$ cat src/rtl/cpu_ctrl_pkg.sv
// Shared control definitions for the multi-cycle CPU.
// The controller and the datapath both import this package for the opcode map,
// the FSM state encodings, the ALU op codes and the bundled control word.
package cpu_ctrl_pkg;

  localparam int OPC_W   = 5;
  localparam int ALUOP_W = 4;
  localparam int CNT_W   = 32;

  typedef enum logic [2:0] {
    S_RST,
    S_FETCH,
    S_DECODE,
    S_EXEC,
    S_MEM,
    S_WB,
    S_HALTED
  } state_t;

  localparam logic [OPC_W-1:0] OP_R    = 5'b00000;
  localparam logic [OPC_W-1:0] OP_ADDI = 5'b00001;
  localparam logic [OPC_W-1:0] OP_LD   = 5'b00010;
  localparam logic [OPC_W-1:0] OP_ST   = 5'b00011;
  localparam logic [OPC_W-1:0] OP_BZ   = 5'b00100;
  localparam logic [OPC_W-1:0] OP_BNZ  = 5'b00101;
  localparam logic [OPC_W-1:0] OP_J    = 5'b00110;
  localparam logic [OPC_W-1:0] OP_CALL = 5'b00111;
  localparam logic [OPC_W-1:0] OP_RET  = 5'b01000;
  localparam logic [OPC_W-1:0] OP_PUSH = 5'b01001;
  localparam logic [OPC_W-1:0] OP_POP  = 5'b01010;
  localparam logic [OPC_W-1:0] OP_LDSP = 5'b01011;
  localparam logic [OPC_W-1:0] OP_STSP = 5'b01100;
  localparam logic [OPC_W-1:0] OP_HALT = 5'b11111;

  localparam logic [ALUOP_W-1:0] ALU_ADD = 4'd0;
  localparam logic [ALUOP_W-1:0] ALU_SUB = 4'd1;

  // One bundle for every datapath control line driven by the FSM.
  typedef struct packed {
    logic               regDst;
    logic               aluSrc;
    logic               memRead;
    logic               memWrite;
    logic               memToReg;
    logic               regWrite;
    logic               jump;
    logic               bAndZ;
    logic               addrOp;
    logic               writeDataOp;
    logic               pcOp;
    logic               aOp2;
    logic               pcWrite;
    logic               irWrite;
    logic               spWrite;
    logic               spDec;
    logic               halted;
    logic               illegal;
    logic [ALUOP_W-1:0] aluOp;
  } ctrl_t;

endpackage

$ cat src/rtl/multicycle_control_if.sv
// Controller <-> datapath bundle.
// master: the control FSM (takes opcode/funct/zero, drives every control line
//         and the retired-instruction count).
// slave : the datapath side (drives opcode/funct/zero, consumes the controls).
interface multicycle_control_if;
  import cpu_ctrl_pkg::*;

  logic [OPC_W-1:0]   opcode;
  logic [ALUOP_W-1:0] funct;
  logic               zero;

  logic regDst, aluSrc, memRead, memWrite, memToReg, regWrite, jump, bAndZ;
  logic addrOp, writeDataOp, pcOp, aOp2;
  logic [ALUOP_W-1:0] aluOp;
  logic pcWrite, irWrite, spWrite, spDec;
  logic halted, illegal;
  logic [CNT_W-1:0]   instret;

  modport master (
    input  opcode, funct, zero,
    output regDst, aluSrc, memRead, memWrite, memToReg, regWrite, jump, bAndZ,
           addrOp, writeDataOp, pcOp, aOp2, aluOp,
           pcWrite, irWrite, spWrite, spDec, halted, illegal, instret
  );

  modport slave (
    output opcode, funct, zero,
    input  regDst, aluSrc, memRead, memWrite, memToReg, regWrite, jump, bAndZ,
           addrOp, writeDataOp, pcOp, aOp2, aluOp,
           pcWrite, irWrite, spWrite, spDec, halted, illegal, instret
  );
endinterface

$ cat src/rtl/ctrl_decode.sv
// Combinational opcode classifier feeding the control FSM.
// op        : opcode to classify
// is_rtype  : register-register ALU op
// is_mem    : LD/ST/LDSP/STSP (take the MEM state)
// is_load   : LD/LDSP (MEM followed by WB)
// is_stack  : CALL/RET/PUSH/POP (address = SP)
// is_branch : BZ/BNZ
// is_halt   : HALT
// legal     : any opcode the controller knows, HALT included
module ctrl_decode
  import cpu_ctrl_pkg::*;
(
  input  logic [OPC_W-1:0] op,
  output logic             is_rtype,
  output logic             is_mem,
  output logic             is_load,
  output logic             is_stack,
  output logic             is_branch,
  output logic             is_halt,
  output logic             legal
);
  assign is_rtype  = (op == OP_R);
  assign is_mem    = op inside {OP_LD, OP_ST, OP_LDSP, OP_STSP};
  assign is_load   = op inside {OP_LD, OP_LDSP};
  assign is_stack  = op inside {OP_CALL, OP_RET, OP_PUSH, OP_POP};
  assign is_branch = op inside {OP_BZ, OP_BNZ};
  assign is_halt   = (op == OP_HALT);
  // Opcodes are dense from R up to STSP; everything above is unused except HALT.
  assign legal     = (op <= OP_STSP) || is_halt;
endmodule

$ cat src/rtl/multicycle_control.sv
// Multi-cycle control FSM for the 32-bit datapath.
// clk, rst_n : rising-edge clock, synchronous active-low reset
// bus        : master side of multicycle_control_if (opcode/funct/zero in,
//              datapath controls, halted, illegal and instret out)
// Controls are a decode of the state register plus the opcode/funct latched in
// DECODE. Only bAndZ (from zero, in EXEC) and the DECODE-cycle illegal/pcWrite
// (from the live opcode, which is first valid in DECODE) see inputs directly.
module multicycle_control
  import cpu_ctrl_pkg::*;
(
  input  logic                clk,
  input  logic                rst_n,
  multicycle_control_if.master bus
);
  state_t             state;
  logic [OPC_W-1:0]   op_q;
  logic [ALUOP_W-1:0] fn_q;
  logic [CNT_W-1:0]   cnt;
  ctrl_t              c;

  // In DECODE the instruction has not been latched yet, so classify the live opcode.
  logic [OPC_W-1:0] dec_op;
  logic is_rtype, is_mem, is_load, is_stack, is_branch, is_halt, legal;

  assign dec_op = (state == S_DECODE) ? bus.opcode : op_q;

  ctrl_decode u_dec (
    .op        (dec_op),
    .is_rtype  (is_rtype),
    .is_mem    (is_mem),
    .is_load   (is_load),
    .is_stack  (is_stack),
    .is_branch (is_branch),
    .is_halt   (is_halt),
    .legal     (legal)
  );

  always_ff @(posedge clk) begin
    if (!rst_n) begin
      state <= S_RST;
      op_q  <= '0;
      fn_q  <= '0;
      cnt   <= '0;
    end else begin
      // Every instruction's last state carries its single pcWrite; an illegal
      // opcode also pulses pcWrite to skip it but is not retired.
      if (c.pcWrite && !c.illegal) cnt <= cnt + 1'b1;
      case (state)
        S_RST:   state <= S_FETCH;
        S_FETCH: state <= S_DECODE;
        S_DECODE: begin
          op_q <= bus.opcode;
          fn_q <= bus.funct;
          if (is_halt)     state <= S_HALTED;
          else if (!legal) state <= S_FETCH;
          else             state <= S_EXEC;
        end
        S_EXEC: begin
          if (is_rtype || op_q == OP_ADDI || op_q == OP_POP) state <= S_WB;
          else if (is_mem || op_q == OP_RET)                  state <= S_MEM;
          else                                                state <= S_FETCH;
        end
        S_MEM:    state <= is_load ? S_WB : S_FETCH;
        S_WB:     state <= S_FETCH;
        S_HALTED: state <= S_HALTED;
        default:  state <= S_RST;
      endcase
    end
  end

  always_comb begin
    c = '0;
    case (state)
      S_FETCH: begin
        c.memRead = 1'b1;
        c.irWrite = 1'b1;
        c.addrOp  = 1'b1;
        c.aOp2    = 1'b1;   // address = pc
      end
      S_DECODE: begin
        if (!legal) begin
          c.pcWrite = 1'b1;
          c.illegal = 1'b1;
        end
      end
      S_EXEC: begin
        if (is_rtype) c.aluOp = fn_q;
        // LDSP/STSP differ from LD/ST only by the SP base, i.e. aOp2=0 (its default).
        if (op_q == OP_ADDI || is_mem) c.aluSrc = 1'b1;
        if (is_branch) begin
          c.aluOp   = ALU_SUB;
          c.pcWrite = 1'b1;
          c.bAndZ   = (op_q == OP_BZ) ? bus.zero : ~bus.zero;
        end
        if (op_q == OP_J) begin
          c.jump    = 1'b1;
          c.pcWrite = 1'b1;
        end
        if (is_stack) c.addrOp = 1'b1;   // aOp2 stays 0: address = SP
        case (op_q)
          OP_CALL: begin
            c.writeDataOp = 1'b1;
            c.memWrite    = 1'b1;
            c.spWrite     = 1'b1;
            c.spDec       = 1'b1;
            c.jump        = 1'b1;
            c.pcWrite     = 1'b1;
          end
          OP_PUSH: begin
            c.memWrite = 1'b1;
            c.spWrite  = 1'b1;
            c.spDec    = 1'b1;
            c.pcWrite  = 1'b1;
          end
          OP_RET, OP_POP: begin
            c.memRead = 1'b1;
            c.spWrite = 1'b1;
          end
          default: ;
        endcase
      end
      S_MEM: begin
        if (is_load) begin
          c.memRead = 1'b1;
        end else if (op_q == OP_RET) begin
          c.pcOp    = 1'b1;   // PC <- popped return address
          c.pcWrite = 1'b1;
        end else begin
          c.memWrite = 1'b1;
          c.pcWrite  = 1'b1;
        end
      end
      S_WB: begin
        c.regWrite = 1'b1;
        c.pcWrite  = 1'b1;
        if (is_rtype)              c.regDst   = 1'b1;
        else if (op_q != OP_ADDI)  c.memToReg = 1'b1;   // LD/LDSP/POP
      end
      S_HALTED: c.halted = 1'b1;
      default: ;
    endcase
  end

  assign bus.regDst      = c.regDst;
  assign bus.aluSrc      = c.aluSrc;
  assign bus.memRead     = c.memRead;
  assign bus.memWrite    = c.memWrite;
  assign bus.memToReg    = c.memToReg;
  assign bus.regWrite    = c.regWrite;
  assign bus.jump        = c.jump;
  assign bus.bAndZ       = c.bAndZ;
  assign bus.addrOp      = c.addrOp;
  assign bus.writeDataOp = c.writeDataOp;
  assign bus.pcOp        = c.pcOp;
  assign bus.aOp2        = c.aOp2;
  assign bus.aluOp       = c.aluOp;
  assign bus.pcWrite     = c.pcWrite;
  assign bus.irWrite     = c.irWrite;
  assign bus.spWrite     = c.spWrite;
  assign bus.spDec       = c.spDec;
  assign bus.halted      = c.halted;
  assign bus.illegal     = c.illegal;
  assign bus.instret     = cnt;
endmodule
$ cat src/flat_wrapper.sv
// flat-port wrapper written by rule: the top's interface ports become plain ports
module multicycle_control_flat import cpu_ctrl_pkg::*;
  (clk, rst_n, bus_opcode, bus_funct, bus_zero, bus_regDst, bus_aluSrc, bus_memRead, bus_memWrite, bus_memToReg, bus_regWrite, bus_jump, bus_bAndZ, bus_addrOp, bus_writeDataOp, bus_pcOp, bus_aOp2, bus_aluOp, bus_pcWrite, bus_irWrite, bus_spWrite, bus_spDec, bus_halted, bus_illegal, bus_instret);
  multicycle_control_if bus_i ();
  input  logic clk;
  input  logic rst_n;
  input wire logic [$bits(bus_i.opcode)-1:0] bus_opcode;
  input wire logic [$bits(bus_i.funct)-1:0] bus_funct;
  input wire logic [$bits(bus_i.zero)-1:0] bus_zero;
  output wire logic [$bits(bus_i.regDst)-1:0] bus_regDst;
  output wire logic [$bits(bus_i.aluSrc)-1:0] bus_aluSrc;
  output wire logic [$bits(bus_i.memRead)-1:0] bus_memRead;
  output wire logic [$bits(bus_i.memWrite)-1:0] bus_memWrite;
  output wire logic [$bits(bus_i.memToReg)-1:0] bus_memToReg;
  output wire logic [$bits(bus_i.regWrite)-1:0] bus_regWrite;
  output wire logic [$bits(bus_i.jump)-1:0] bus_jump;
  output wire logic [$bits(bus_i.bAndZ)-1:0] bus_bAndZ;
  output wire logic [$bits(bus_i.addrOp)-1:0] bus_addrOp;
  output wire logic [$bits(bus_i.writeDataOp)-1:0] bus_writeDataOp;
  output wire logic [$bits(bus_i.pcOp)-1:0] bus_pcOp;
  output wire logic [$bits(bus_i.aOp2)-1:0] bus_aOp2;
  output wire logic [$bits(bus_i.aluOp)-1:0] bus_aluOp;
  output wire logic [$bits(bus_i.pcWrite)-1:0] bus_pcWrite;
  output wire logic [$bits(bus_i.irWrite)-1:0] bus_irWrite;
  output wire logic [$bits(bus_i.spWrite)-1:0] bus_spWrite;
  output wire logic [$bits(bus_i.spDec)-1:0] bus_spDec;
  output wire logic [$bits(bus_i.halted)-1:0] bus_halted;
  output wire logic [$bits(bus_i.illegal)-1:0] bus_illegal;
  output wire logic [$bits(bus_i.instret)-1:0] bus_instret;
  assign bus_i.opcode = bus_opcode;
  assign bus_i.funct = bus_funct;
  assign bus_i.zero = bus_zero;
  assign bus_regDst = bus_i.regDst;
  assign bus_aluSrc = bus_i.aluSrc;
  assign bus_memRead = bus_i.memRead;
  assign bus_memWrite = bus_i.memWrite;
  assign bus_memToReg = bus_i.memToReg;
  assign bus_regWrite = bus_i.regWrite;
  assign bus_jump = bus_i.jump;
  assign bus_bAndZ = bus_i.bAndZ;
  assign bus_addrOp = bus_i.addrOp;
  assign bus_writeDataOp = bus_i.writeDataOp;
  assign bus_pcOp = bus_i.pcOp;
  assign bus_aOp2 = bus_i.aOp2;
  assign bus_aluOp = bus_i.aluOp;
  assign bus_pcWrite = bus_i.pcWrite;
  assign bus_irWrite = bus_i.irWrite;
  assign bus_spWrite = bus_i.spWrite;
  assign bus_spDec = bus_i.spDec;
  assign bus_halted = bus_i.halted;
  assign bus_illegal = bus_i.illegal;
  assign bus_instret = bus_i.instret;
  multicycle_control u_core (.clk(clk), .rst_n(rst_n), .bus(bus_i));
endmodule
$ cat config.mk
export PLATFORM = sky130hd
export DESIGN_NAME = multicycle_control_flat
export DESIGN_NICKNAME = d
export VERILOG_FILES = /design/src/rtl/cpu_ctrl_pkg.sv /design/src/rtl/multicycle_control_if.sv /design/src/rtl/ctrl_decode.sv /design/src/rtl/multicycle_control.sv /design/src/flat_wrapper.sv
export SDC_FILE = /design/constraint.sdc
export NUM_CORES = 1
export LEC_CHECK = 0
export BUFFER_PORTS_ARGS = -buffer_cell sky130_fd_sc_hd__buf_4
export CAP_MARGIN = 10
export CELL_PAD_IN_SITES_DETAIL_PLACEMENT = 1
export CELL_PAD_IN_SITES_GLOBAL_PLACEMENT = 2
export CORE_ASPECT_RATIO = 2
export CORE_MARGIN = 1.5
export CORE_UTILIZATION = 27
export CTS_CLUSTER_DIAMETER = 120
export DETAILED_ROUTE_END_ITERATION = 10
export PLACE_DENSITY_LB_ADDON = 0.1
export SLEW_MARGIN = 20
export SYNTH_ARGS = -nofsm -noshare
export SYNTH_HDL_FRONTEND = slang
export SYNTH_HIERARCHICAL = 1
export SYNTH_SLANG_ARGS = --single-unit
$ cat constraint.sdc
create_clock -name clk -period 3 [get_ports clk]
set_clock_uncertainty 0.1 [all_clocks]
set_input_delay 0.3 -clock clk [delete_from_list [all_inputs] [get_ports clk]]
set_output_delay 0.3 -clock clk [all_outputs]
set_load 0.01 [all_outputs]
Word-level counts from Yosys, hierarchy flattened
Index checks and enable logic that the tools add are counted.

word-level totals
  register bits after elaboration = 44
  input port bits = 12
  output and inout bits = 54
  word-level logic and storage cells = 96

cells by class
  add/subtract/negate cells = 1
  magnitude comparators = 1
  equal/unequal tests = 25
  muxes and demuxes = 47
  bitwise operators = 1
  reductions and logical operators = 17

operator list
  operator                                                                          count
  5-bit by 4-bit equality test with 1-bit output, second input constant             8
  32-bit by 1-bit adder with 32-bit output, second input constant                   1
  5-bit by 3-bit equality test with 1-bit output, second input constant             6
  1-bit 2-to-1 mux                                                                  30
  3-bit case mux with 6 select lines                                                1
  3-bit 2-to-1 mux                                                                  4
  4-bit 2-to-1 mux                                                                  3
  5-bit by 2-bit equality test with 1-bit output, second input constant             2
  3-bit equality test, second input constant                                        3
  2-bit 2-to-1 mux                                                                  4
  4-bit nonzero test                                                                2
  3-bit by 2-bit equality test with 1-bit output, second input constant             2
  2-bit OR reduction                                                                3
  5-bit by 1-bit equality test with 1-bit output, second input constant             1
  5-bit equality test, second input constant                                        1
  5-bit by 4-bit less-or-equal comparator with 1-bit output, second input constant  1
  5-bit logical NOT                                                                 1
  1-bit logical OR                                                                  5
  5-bit 2-to-1 mux                                                                  1
  5-bit by 1-bit inequality test with 1-bit output, second input constant           1
  1-bit case mux with 2 select lines                                                2
  1-bit case mux with 4 select lines                                                1
  2-bit nonzero test                                                                2
  4-bit OR reduction                                                                1
  other kinds (6)                                                                   6

Logic depth before layout (Yosys ltp)
  depth in word-level cells = 9
  depth in mapped cells = 12
  gate-level depth less buffers = 10

By module
Netlist, hierarchy kept.

modules (own cells, without submodules)
  module              times used  cells an instance  area an instance (sq um)
  multicycle_control  1           294                2424.8
  ctrl_decode         1           18                 121.4

Worst setup path after synthesis
OpenSTA, ideal clock, no wires.

  path type = register -> register
  from = register u_core.state[1]
  to = register u_core.cnt[17], in the netlist u_core/bus.instret[17]
  setup time = 0.071 ns
  data arrival time = 3.116 ns
  required time = 2.829 ns
  path slack = -0.286 ns
  stages on the path, launching flop included = 12
  buffers on the path = 3
  path through = dfxtp_1 -> buf_2 -> nor3b_1 -> buf_2 -> mux2_2 -> nor4b_1 -> nand4b_1 -> o211a_1 -> a21o_1 -> clkbuf_1 -> or4_1 -> a21oi_1

on the way
  cells in the longest elaborated chain, start to end = 9

ends and longest elaborated chain
  item                                              line                       source
  start: declaration                                multicycle_control.sv:15   state_t state;
  start signal: assignment                          multicycle_control.sv:63   S_MEM: state <= is_load ? S_WB : S_FETCH;
  3-bit by 2-bit equality test with 1-bit output *  multicycle_control.sv:25   assign dec_op = (state == S_DECODE) ? bus.opcode : op_q;
  5-bit 2-to-1 mux *                                multicycle_control.sv:25
  named net u_core.dec_op[4]                        multicycle_control.sv:22   logic [OPC_W-1:0] dec_op;
  5-bit by 3-bit equality test with 1-bit output    ctrl_decode.sv:26          assign is_branch = op inside {OP_BZ, OP_BNZ};
  2-bit nonzero test *                              ctrl_decode.sv:26
  named net u_core.is_branch                        multicycle_control.sv:23   logic is_rtype, is_mem, is_load, is_stack, is_branch, is_halt, legal;
  1-bit 2-to-1 mux *                                multicycle_control.sv:90   if (is_branch) begin
  1-bit 2-to-1 mux *                                multicycle_control.sv:95   if (op_q == OP_J) begin
  1-bit 2-to-1 mux *                                multicycle_control.sv:100  case (op_q)
  1-bit case mux with 4 select lines *              multicycle_control.sv:73   case (state)
  1-bit logical AND *                               multicycle_control.sv:47   if (c.pcWrite && !c.illegal) cnt <= cnt + 1'b1;
  end signal: assignment                            multicycle_control.sv:47
  end: declaration                                  multicycle_control.sv:18   logic [CNT_W-1:0] cnt;

The timed path passes the listed nets; every way through them passes the cells marked *.
A chain may end at the register's enable or synchronous reset.

Worst setup path after layout
  from = register u_core.state[2]
  to = output port bus_memWrite

on the way
  cells in the longest elaborated chain, start to end = 6

ends and longest elaborated chain
  item                                                                                                                     line                       source
  3-bit by 2-bit equality test with 1-bit output *                                                                         multicycle_control.sv:25
  5-bit 2-to-1 mux *                                                                                                       multicycle_control.sv:25
  named net u_core.dec_op[4]                                                                                               multicycle_control.sv:22
  5-bit by 2-bit equality test with 1-bit output / 5-bit by 4-bit equality test with 1-bit output (equally long branches)  ctrl_decode.sv:24          assign is_load = op inside {OP_LD, OP_LDSP};
  2-bit nonzero test *                                                                                                     ctrl_decode.sv:24
  named net u_core.is_load                                                                                                 multicycle_control.sv:23
  1-bit 2-to-1 mux *                                                                                                       multicycle_control.sv:123  if (is_load) begin
  1-bit case mux with 2 select lines *                                                                                     multicycle_control.sv:73
  end: declaration                                                                                                         flat_wrapper.sv:13         output wire logic [$bits(bus_i.memWrite)-1:0] bus_memWrite;

Marked as above.

==> impl_metrics.json <==
{
  "run_status": "finished, violations left",
  "violations_in_the_final_reports": "design-rule violations",
  "crit_arrival_ns": 2.59,
  "remaining_global_route_overflow": 0,
  "drt-pass1-iter-count": 7,
  "core.rowCount": 50,
  "total_power_consumption_uw": 1440,
  "finalSetupViolCount": 0,
  "ys.flop_type": "dfxtp_1",
  "synthArstFlopShare_pct": 0,
  "maxSlewViolCount": 0,
  "flow.area_growth_from_synthesis_pct": 48.0,
  "synth_top_family_by_area": "simple AND/OR/NAND/NOR gates",
  "yosys.area_share.xor_xnor_pct": 4.13,
  "tns_ns": 0,
  "clk-insertion-delay-late_ns": 0.29,
  "gp_congestion": 0.836,
  "postSynthRegisterBits": 44,
  "numPlacedInstances": 500,
  "final_layout_size_suffix_gt1_share_pct": 38.3,
  "initial_core_utilization_pct": 27.5,
  "grt_max_degree": 19,
  "drv.max_cap_violation_count": 0,
  "powerDensity_mw_per_mm2": 382,
  "final_core_util_pct": 40.7,
  "finish.cell_count_without_fillers": 519,
  "synth.avg_cell_area_sq_um": 8.16,
  "placeableCoreArea_sq_mm": 0.00926,
  "p_leak_uw": 0.00155,
  "yosysWarningCount": 6,
  "min_period_over_period_pct": 99.8,
  "max-clock-path-buffers": 2,
  "min_from": "bus_funct[3]",
  "die_area_sq_mm": 0.0101,
  "path_max_fanout": 7,
  "ctsRootBufferMaster": "clkbuf_16",
  "r2r_setup_slack_ns": 0.09,
  "cts_sinks": 44,
  "count_of_routing_violations_after_the_opening_detailed_route_iteration": 49,
  "mostFrequentLayoutCells": "102 x buf_4, 43 x dfxtp_1, 30 x nor2_1",
  "antenna_violating_nets_post_route": 0,
  "timing.critical_path.required_ns": 2.60,
  "tritoncts": "yes",
  "tightest_slew_ns": 0.449,
  "grt_pass1_wl_um": 15200,
  "setup.worst_path.start_class": "register",
  "synth_enable_flop_cells": 0,
  "drc_errors": 5,
  "total_clock_buffers_created_by_cts": 5,
  "holdCritPathClass": "in2reg",
  "insertedDiodeCount": 0,
  "numPortBuffers": 65,
  "worst_ir_drop_vdd_mv": 0.254,
  "clk_pin_slew_ns": 0.06,
  "whs_endpoint": "u_core/fn_q[3]$_SDFFE_PN0N_",
  "finalNetCount": 428,
  "timing.slew.headroom_pct": 69.8,
  "layout_min_cycle_time_ns": 2.99,
  "worstSetupEndpointType": "primary output",
  "syn-cell-area_sq_mm": 0.00255,
  "detailroute.via_count": 2790,
  "antenna_found_initial": 0,
  "vias_per_cell": 5.38,
  "maxClockFrequency_mhz": 334,
  "reg2reg_to": "u_core/bus.instret[23]$_SDFFE_PN0P_",
  "routedWlPerCell_um": 18.5,
  "grt_pass1_vias": 2865,
  "yosysSeqAreaShare_pct": 34.6,
  "dieWidth_um": 71.7,
  "syn-instance-count": 312,
  "number_of_nets_produced_by_synthesis": 325,
  "crit_type": "reg2out",
  "setup_repair_after_global_routing_missed_its_margin": "true",
  "worst-r2r-cell-count": 9,
  "gr_usage_total_pct": 19.5,
  "synth_compound_gate_area_share_pct": 18.1,
  "ys_types": 58,
  "r2r_start": "u_core/state[2]$_SDFF_PN0_",
  "min_path_cells": 3,
  "post_synth_and_or_nand_nor_area_fraction_pct": 33.9,
  "synth.area.mux_share_pct": 4.96,
  "final_hold_violation_count": 0,
  "die_height_um": 140,
  "cts_htree_levels": 2,
  "synth_adder_area_share_pct": 0.491,
  "drt-total-wl_um": 9610,
  "hpwlAfterDp_um": 7500,
  "top_level_ports": 66,
  "layout_commonest_cell": "buf_4"
}
-- per-layer routing --
metal  vias to the layer above  GRT usage [%]  share of wire (%)
met4                         0           8.94                3.2
met2                        57           39.7                 60
li1                       1346              -                  -
met3                        14           2.45                2.6
met1                      1373           18.1                 34
met5                         -              0                  0
-- sequential cells by signal, summed over array words and instances, names as in the netlist --
register	cells
u_core/state	3
u_core/fn_q	4
u_core/bus.instret	32
u_core/op_q	5
-- report_power, final --
part	internal, uW	total, uW	leakage [uW]	switching [uW]
registers	595	607	0.000356	11.9
clock network	349	571	0.0000760	222
logic	130	259	0.00112	129
-- cells by family (layout without fill, tap and decap cells) --
| group | Yosys count | in the layout |
|---|---|---|
| AOI/OAI and AO/OA | 68 | 68 |
| buffers and inverters | 23 | 126 |
| adders and majority gates | 1 | 1 |
| xor gates and xnor gates | 12 | 12 |
| muxes | 12 | 12 |
| and+or+nand+nor | 152 | 152 |
| DFF | 44 | 44 |
-- cell type report --
cell class | count | area (sq um)
repair buffers | 109 | 845
multi-input cells | 245 | 1720
clock buffers | 7 | 153
fillers | 1124 | 5490
well taps | 104 | 130
inverters | 10 | 37.5
flip-flops and latches | 44 | 882
-- what timing repair did --
item | CTS | global route
setup buffers | 5 | 7
hold buffers | 0 | 0
pin swaps | 5 | 17
gates resized for setup | 11 | 22
hold endpoints to repair | 0 | 0
endpoints found under the setup margin | 9 | 30
-- cell usage after synthesis, types with 3 or more instances --
library cell | n | area [sq um]
nand2_1 | 28 | 105
mux2_2 | 5 | 56.3
inv_1 | 9 | 33.8
o211ai_1 | 6 | 45.0
o21bai_1 | 4 | 30.0
and2_1 | 11 | 68.8
o21a_1 | 3 | 22.5
clkbuf_1 | 6 | 22.5
or3_1 | 6 | 37.5
o21ai_0 | 9 | 45.0
nand3b_1 | 4 | 30.0
buf_2 | 5 | 25.0
and3_1 | 4 | 25.0
nand4_1 | 6 | 37.5
nor3_1 | 4 | 20.0
nor4_1 | 9 | 56.3
xnor2_1 | 6 | 52.6
a2111oi_0 | 3 | 26.3
mux2i_1 | 7 | 70.1
nor2_1 | 33 | 124
nand3_1 | 8 | 40.0
a21oi_1 | 21 | 105
o31ai_1 | 8 | 60.1
nand2b_1 | 7 | 43.8
and3b_1 | 3 | 26.3
xor2_1 | 6 | 52.6
dfxtp_1 | 44 | 881
or4_1 | 10 | 75.1
-- worst max-delay path, cell delays in order (launching register included) --
cell,delay [ns]
dfxtp_2,0.32
nor3b_2,0.19
buf_6,0.16
mux2_4,0.33
buf_6,0.13
buf_4,0.14
nor4b_4,0.36
buf_4,0.20
nor4_1,0.05
or2_2,0.27
buf_4,0.14
-- per-stage QoR --
step                      setup WS (ns)  hold WS, ns  cell area [sq um]
final                           0.00644        0.149               3770
after detailed placement        -0.0233        0.382               3380
after floorplan                 -0.0130        0.347               2580
after global placement          -0.0328        0.364               3380
after global routing             -0.112        0.159               3770
after CTS                       0.00230        0.149               3620
-- worst max-delay path by stage --
| stage | startpoint | to | slack, ns |
|---|---|---|---|
| after floorplan | u_core/state[0]$_SDFF_PN0_ | u_core/bus.instret[17]$_SDFFE_PN0P_ | -0.01 |
| after global placement | u_core/state[0]$_SDFF_PN0_ | u_core/bus.instret[14]$_SDFFE_PN0P_ | -0.03 |
| after detailed placement | u_core/state[0]$_SDFF_PN0_ | u_core/bus.instret[22]$_SDFFE_PN0P_ | -0.02 |
| after CTS | u_core/state[0]$_SDFF_PN0_ | bus_aluOp[1] | 0.002 |
| after global routing | u_core/state[2]$_SDFF_PN0_ | bus_aluOp[1] | -0.11 |
| final | u_core/state[2]$_SDFF_PN0_ | bus_memWrite | 0.006 |
(Power assumes the default switching activity.)
